==> src/rtl/fetch_unit_icache.sv <==
// Instruction-fetch stage with a direct-mapped I-cache and a line-refill FSM.
// Drives the IF/ID register and refills whole lines, one word per memValid beat.
module fetch_unit_icache #(
  parameter int                 ADDR_W         = 32,
  parameter int                 DATA_W         = 32,
  parameter int                 LINES          = 16,
  parameter int                 WORDS_PER_LINE = 4,
  parameter logic [ADDR_W-1:0]  RESET_PC       = '0,
  parameter int                 CNT_W          = 16
) (
  input  logic              Clk,
  input  logic              Rst,
  input  logic              PCSrc,
  input  logic [ADDR_W-1:0] branchTarget,
  input  logic              stall,
  output logic [DATA_W-1:0] inst,
  output logic [ADDR_W-1:0] pcOut,
  output logic              instValid,
  output logic              hit,
  output logic              memReq,
  output logic [ADDR_W-1:0] memAddr,
  input  logic              memValid,
  input  logic [DATA_W-1:0] memData,
  output logic [CNT_W-1:0]  hitCount,
  output logic [CNT_W-1:0]  missCount
);

  localparam int OFF_W = $clog2(WORDS_PER_LINE);
  localparam int IDX_W = $clog2(LINES);
  localparam int LSB_W = OFF_W + 2;
  localparam int TAG_W = ADDR_W - IDX_W - LSB_W;

  typedef enum logic {RUN, REFILL} state_t;

  state_t            state_reg;
  logic [ADDR_W-1:0] pc_reg;
  logic [ADDR_W-1:0] pend_pc_reg;
  logic              pend_reg;
  logic [OFF_W-1:0]  beat_reg;
  logic [DATA_W-1:0] inst_reg;
  logic [ADDR_W-1:0] pc_out_reg;
  logic              inst_valid_reg;
  logic              mem_req_reg;
  logic [ADDR_W-1:0] mem_addr_reg;
  logic [CNT_W-1:0]  hit_cnt_reg;
  logic [CNT_W-1:0]  miss_cnt_reg;

  logic [DATA_W-1:0] data_mem [LINES*WORDS_PER_LINE];
  logic [TAG_W-1:0]  tag_mem  [LINES];
  logic [LINES-1:0]  valid_reg;
  logic [LINES-1:0]  line_sel;

  logic [OFF_W-1:0]  pc_off;
  logic [IDX_W-1:0]  pc_idx;
  logic [TAG_W-1:0]  pc_tag;
  logic [IDX_W-1:0]  ref_idx;
  logic [TAG_W-1:0]  ref_tag;
  logic [ADDR_W-1:0] target;
  logic [ADDR_W-1:0] line_base;
  logic [DATA_W-1:0] fetch_word;
  logic              hit_w;
  logic              refill_we;
  logic              refill_last;

  assign pc_off      = pc_reg[LSB_W-1:2];
  assign pc_idx      = pc_reg[IDX_W+LSB_W-1:LSB_W];
  assign pc_tag      = pc_reg[ADDR_W-1:IDX_W+LSB_W];
  assign ref_idx     = mem_addr_reg[IDX_W+LSB_W-1:LSB_W];
  assign ref_tag     = mem_addr_reg[ADDR_W-1:IDX_W+LSB_W];
  assign target      = branchTarget & ~ADDR_W'(3);
  assign line_base   = {pc_reg[ADDR_W-1:LSB_W], {LSB_W{1'b0}}};
  assign fetch_word  = data_mem[{pc_idx, pc_off}];
  assign hit_w       = (state_reg == RUN) && valid_reg[pc_idx] && (tag_mem[pc_idx] == pc_tag);
  assign refill_we   = (state_reg == REFILL) && memValid;
  assign refill_last = refill_we && (&beat_reg);

  function automatic logic [CNT_W-1:0] sat_inc(input logic [CNT_W-1:0] v);
    return (&v) ? v : v + 1'b1;
  endfunction

  // Line data and tags carry no reset; the valid bits alone decide what hits.
  always_ff @(posedge Clk) begin
    if (refill_we)
      data_mem[{ref_idx, beat_reg}] <= memData;
    if (refill_last)
      tag_mem[ref_idx] <= ref_tag;
  end

  genvar gi;
  generate
    for (gi = 0; gi < LINES; gi++) begin : g_line_sel
      assign line_sel[gi] = (ref_idx == IDX_W'(gi));
    end
  endgenerate

  always_ff @(posedge Clk or posedge Rst) begin
    if (Rst)
      valid_reg <= '0;
    else if (refill_last)
      valid_reg <= valid_reg | line_sel;
  end

  always_ff @(posedge Clk or posedge Rst) begin
    if (Rst) begin
      state_reg      <= RUN;
      pc_reg         <= RESET_PC;
      pend_pc_reg    <= '0;
      pend_reg       <= 1'b0;
      beat_reg       <= '0;
      inst_reg       <= '0;
      pc_out_reg     <= '0;
      inst_valid_reg <= 1'b0;
      mem_req_reg    <= 1'b0;
      mem_addr_reg   <= '0;
      hit_cnt_reg    <= '0;
      miss_cnt_reg   <= '0;
    end else begin
      case (state_reg)
        RUN: begin
          if (PCSrc) begin
            pc_reg         <= target;
            inst_valid_reg <= 1'b0;
          end else if (!stall) begin
            if (hit_w) begin
              inst_reg       <= fetch_word;
              pc_out_reg     <= pc_reg;
              inst_valid_reg <= 1'b1;
              pc_reg         <= pc_reg + ADDR_W'(4);
              hit_cnt_reg    <= sat_inc(hit_cnt_reg);
            end else begin
              inst_valid_reg <= 1'b0;
              mem_req_reg    <= 1'b1;
              mem_addr_reg   <= line_base;
              beat_reg       <= '0;
              pend_reg       <= 1'b0;
              miss_cnt_reg   <= sat_inc(miss_cnt_reg);
              state_reg      <= REFILL;
            end
          end
        end
        REFILL: begin
          // A redirect never aborts the refill; the newest target is applied on exit.
          if (PCSrc) begin
            pend_reg    <= 1'b1;
            pend_pc_reg <= target;
          end
          if (memValid) begin
            beat_reg <= beat_reg + 1'b1;
            if (&beat_reg) begin
              mem_req_reg <= 1'b0;
              state_reg   <= RUN;
              if (PCSrc)
                pc_reg <= target;
              else if (pend_reg)
                pc_reg <= pend_pc_reg;
            end
          end
        end
        default: state_reg <= RUN;
      endcase
    end
  end

  assign inst      = inst_reg;
  assign pcOut     = pc_out_reg;
  assign instValid = inst_valid_reg;
  assign hit       = hit_w;
  assign memReq    = mem_req_reg;
  assign memAddr   = mem_addr_reg;
  assign hitCount  = hit_cnt_reg;
  assign missCount = miss_cnt_reg;

endmodule

==> config.mk <==
export PLATFORM = sky130hd
export DESIGN_NAME = fetch_unit_icache
export DESIGN_NICKNAME = d
export VERILOG_FILES = /design/src/rtl/fetch_unit_icache.sv
export SDC_FILE = /design/constraint.sdc
export NUM_CORES = 2
export LEC_CHECK = 0
export ABC_CLOCK_PERIOD_IN_PS = 6150
export BUFFER_PORTS_ARGS = -buffer_cell sky130_fd_sc_hd__buf_2
export CAP_MARGIN = 40
export CORE_ASPECT_RATIO = 0.7
export CORE_MARGIN = 4
export CORE_UTILIZATION = 55
export DETAILED_ROUTE_END_ITERATION = 10
export HOLD_SLACK_MARGIN = 0.1
export MAX_ROUTING_LAYER = met4
export PLACE_DENSITY = 0.74
export SLEW_MARGIN = 15
export SYNTH_ARGS = -nofsm -noshare
export SYNTH_HDL_FRONTEND = slang
export SYNTH_SLANG_ARGS = --single-unit
==> constraint.sdc <==
create_clock -name Clk -period 6.15 [get_ports Clk]
set_input_delay 0.615 -clock Clk [delete_from_list [all_inputs] [get_ports Clk]]
set_output_delay 0.615 -clock Clk [all_outputs]
set_load 0.01 [all_outputs]
==> flow_summary_export.csv <==
group,metric,value,unit
worst_setup_path,cp_slowest_cell,"dfrtp_4",
timing,rsz0062_at_grt,"no",
detailed_routing,num_vias,51800,
clocking,ctsHtreeMaxLevel,4,
power,comb_power_share,28.6,%
worst_setup_path,worstPathArrival,4.57,ns
power,power_frac_seq,43.1,%
synth,yosysWarnings,0,
worst_hold_path,min-delay-start,"memData[3]",
timing,hold_viol,0,
detailed_routing,wl_per_cell,34.1,um
power,leakagePower,38.1,nW
global_route,grt_pass1_vias,51100,
timing,worstMarginPinSlew,0.930,ns
global_route,overflow,0,
timing,fin_setup_tns,0,ns
synth,ys_ff_latch,2636,
layout,layout_common_cells,"edfxtp_1, mux4_2, clkbuf_16",
timing,hold_ws,0.161,ns
layout,drive_gt1_share,32.1,%
global_route,antenna_found_initial,18,
detailed_routing,vias_per_cell,6.66,
power,ir_drop,0.294,mV
synth,synthCells,4666,
synth,ys_top_cells_by_area,"edfxtp_1, mux4_2, dfrtp_1",
timing,period_share,84.3,%
die,start_util,55.4,%
clocking,cts_buffer_depth,3,
layout,fin_util,63.0,%
synth,ys_types,83,
place,dpl.hpwl,155000,um
worst_setup_path,path_class,"register to output pin",
place,post-place-ws,1.44,ns
die,core_region_area,0.185,mm2
layout,num-nets-final,5157,
detailed_routing,first_pass_iters,6,
global_route,grt_usage,28.5,%
power,power.density,433,mW/mm2
timing,worst_slack,0.963,ns
clocking,root_buffer,"clkbuf_16",
detailed_routing,post-route-drc-count,0,
worst_hold_path,hold_end,"data_mem[17][3]",
timing,fin_crit,5.19,ns
timing,slew_viol_final,0,
clocking,cts_tree,"done",
power,p_sw,15.5,mW
synth,synth_edf_count,2432,
timing,timing.fmax,193,MHz
worst_hold_path,whs_path_depth,1,
place,gp_congestion,0.917,
worst_setup_path,path_max_fanout,37,
worst_setup_path,required,5.53,ns
synth,async_reset_ff_share,7.74,%
clocking,cts.sinks,2636,
worst_setup_path,slowest_delay,0.89,ns
clocking,clk_latency,0.87,ns
power,cell_internal_pwr,34.9,mW
clocking,path_clk_slew,0.07,ns
worst_setup_path,rr_startpoint,"pc_reg[4]",
layout,regArea,0.0782,mm2
synth,synth_ff_type,"edfxtp_1",
global_route,grt_pass1_wl,380000,um
synth,ys_seq_area_share,76.2,%
die,dieArea,0.194,mm2
power,clkPwrFrac,28.3,%
worst_hold_path,min_path_type,"input pin to register",
synth,synth_top_area_cell,"edfxtp_1",
layout,multi_input_area,0.0237,mm2
die,dieWidth,524,um
detailed_routing,ant_nets,0,
detailed_routing,finalWirelength,265000,um
layout,final_common_cell,"edfxtp_1",
layout,nFillCells,11800,
die,row_count,132,
clocking,cts-resized-gates,0,
outcome,status,"finished, final reports clean",
global_route,grt_max_degree,137,
worst_setup_path,start_kind,"register",
timing,skew,0.0877,ns
worst_setup_path,worstPathCellList,"buf_4 > mux4_2 > mux2i_1 > a21oi_1 > xnor2_1 > nand3b_1 > nor4_2 > nand3_2 > inv_1 > buf_2",
worst_setup_path,r2r_end,"pc_reg[3]",
place,io_buffers,191,
die,fp.dieH,369,um
worst_setup_path,r2r_setup_slack,1.38,ns
timing,slew_headroom,38.0,%
flow_run,max-cap-violations,0,
layout,synthToLayoutAreaGrowth,13.7,%
worst_setup_path,end_kind,"output pin",
worst_setup_path,critPathBufInv,3,
die,io_pins,200,
timing,setup_viol,0,
detailed_routing,detail_route.iter0.violations,8094,
clocking,cts_made_buffers,230,
clocking,cts_setup_buffers,0,
worst_setup_path,cpLargestDelayFamily,"flip-flops",
layout,largest_reg_flops,2048,
power,swShare,30.7,%
synth,netlist_area,0.103,mm2
worst_setup_path,r2r_cells,11,
synth,synth.top_cell.area_share,71.2,%
synth,avgSynthCellArea,22.0,um2
[final cells by class]
class / count / area share, %
repair buffers: 445 / 3.58
diodes: 10 / 0.0215
inverters: 21 / 0.0729
clock buffers: 298 / 5.25
well taps: 2479 / 2.66
multi-input cells: 1747 / 20.3
clock inverters: 135 / 1.10
flip-flops and latches: 2636 / 67.0
[Yosys cell counts, types with 6 or more instances]
library cell	count
edfxtp_1	2432
mux4_2	721
dfrtp_1	204
clkbuf_1	160
nand2_1	150
nor2_1	144
mux2_2	109
mux2i_1	102
o21ai_0	62
a21oi_1	49
buf_1	49
nand3_1	37
a22oi_1	32
xnor2_1	28
buf_2	27
nor3_1	26
and3_1	25
or2_2	22
xor2_1	19
inv_1	18
a32o_1	15
buf_6	15
nand4_1	15
buf_4	13
nor4_1	13
a22o_1	12
nor2b_1	12
o21ai_1	12
o22ai_1	12
a31oi_1	9
nand2b_1	9
ha_1	7
nand3b_1	7
and2_1	6
or3_1	6
[timing repair]
item                                   in CTS  in global routing
hold buffers                               35                  0
endpoints found under the hold margin     107                  0
setup endpoints to repair                   0                  0
[worst register-to-register path: stages (launching register included)]
cell and delay (ns):
dfrtp_4 0.89, buf_4 0.54, mux4_2 0.59, mux2i_1 0.19
a21oi_1 0.13, xnor2_1 0.50, nand3b_1 0.16, nor4_2 0.30
nand3_2 0.19, or3_4 0.46, nand2_4 0.33, mux2_1 0.38
[power groups by stage]
| stage | Clock (mW) | Sequential [mW] | Combinational, mW |
|---|---|---|---|
| 2_1_floorplan | 0 | 21.4 | 9.74 |
| 3_3_place_gp | 0 | 22.1 | 13.7 |
| 3_5_place_dp | 0 | 22.1 | 14.0 |
| 4_1_cts | 14.4 | 21.8 | 14.2 |
| 5_1_grt | 15.3 | 21.8 | 15.2 |
| 6_report | 14.3 | 21.8 | 14.4 |
[how the worst max path moves through the flow]
stage,start,to,cells after the start
global placement,pc_reg[4],pc_reg[5],11
CTS,pc_reg[4],hit,10
floorplan,pc_reg[6],pc_reg[3],12
finish,pc_reg[4],hit,10
detailed placement,pc_reg[4],pc_reg[3],11
global route,pc_reg[4],hit,10
[metrics by stage]
stage / area, um2 / power (mW) / cells
final: 117000 / 50.5 / 7771
after global routing: 117000 / 52.2 / 7770
after CTS: 116000 / 50.4 / 7740
after detailed placement: 108000 / 36.1 / 7272
after global placement: 107000 / 35.8 / 7214
after floorplan: 103000 / 31.1 / 4671
[logic make-up (layout without fill, tap and decap cells)]
| logic type | count (synthesis) | count (layout) | synth area share [%] |
|---|---|---|---|
| compound gates | 256 | 256 | 1.68 |
| xor+xnor | 47 | 47 | 0.401 |
| fa+ha+maj | 7 | 7 | 0.0854 |
| buf+inv | 288 | 899 | 1.28 |
| flops | 2636 | 2636 | 76.2 |
| mux | 934 | 934 | 18.0 |
| other cells | 1 | 16 | 0.00366 |
| simple gates | 497 | 497 | 2.34 |
[layer usage]
metal  vias to the layer above  share of wire, %  track usage (%)
li1                      20400                 -                -
met1                     27300                38             42.3
met2                      3649                45             39.5
met3                       417                14             8.75
met4                         0               2.5             6.55
met5                         -                 0                -
(Power assumes the default switching activity.)
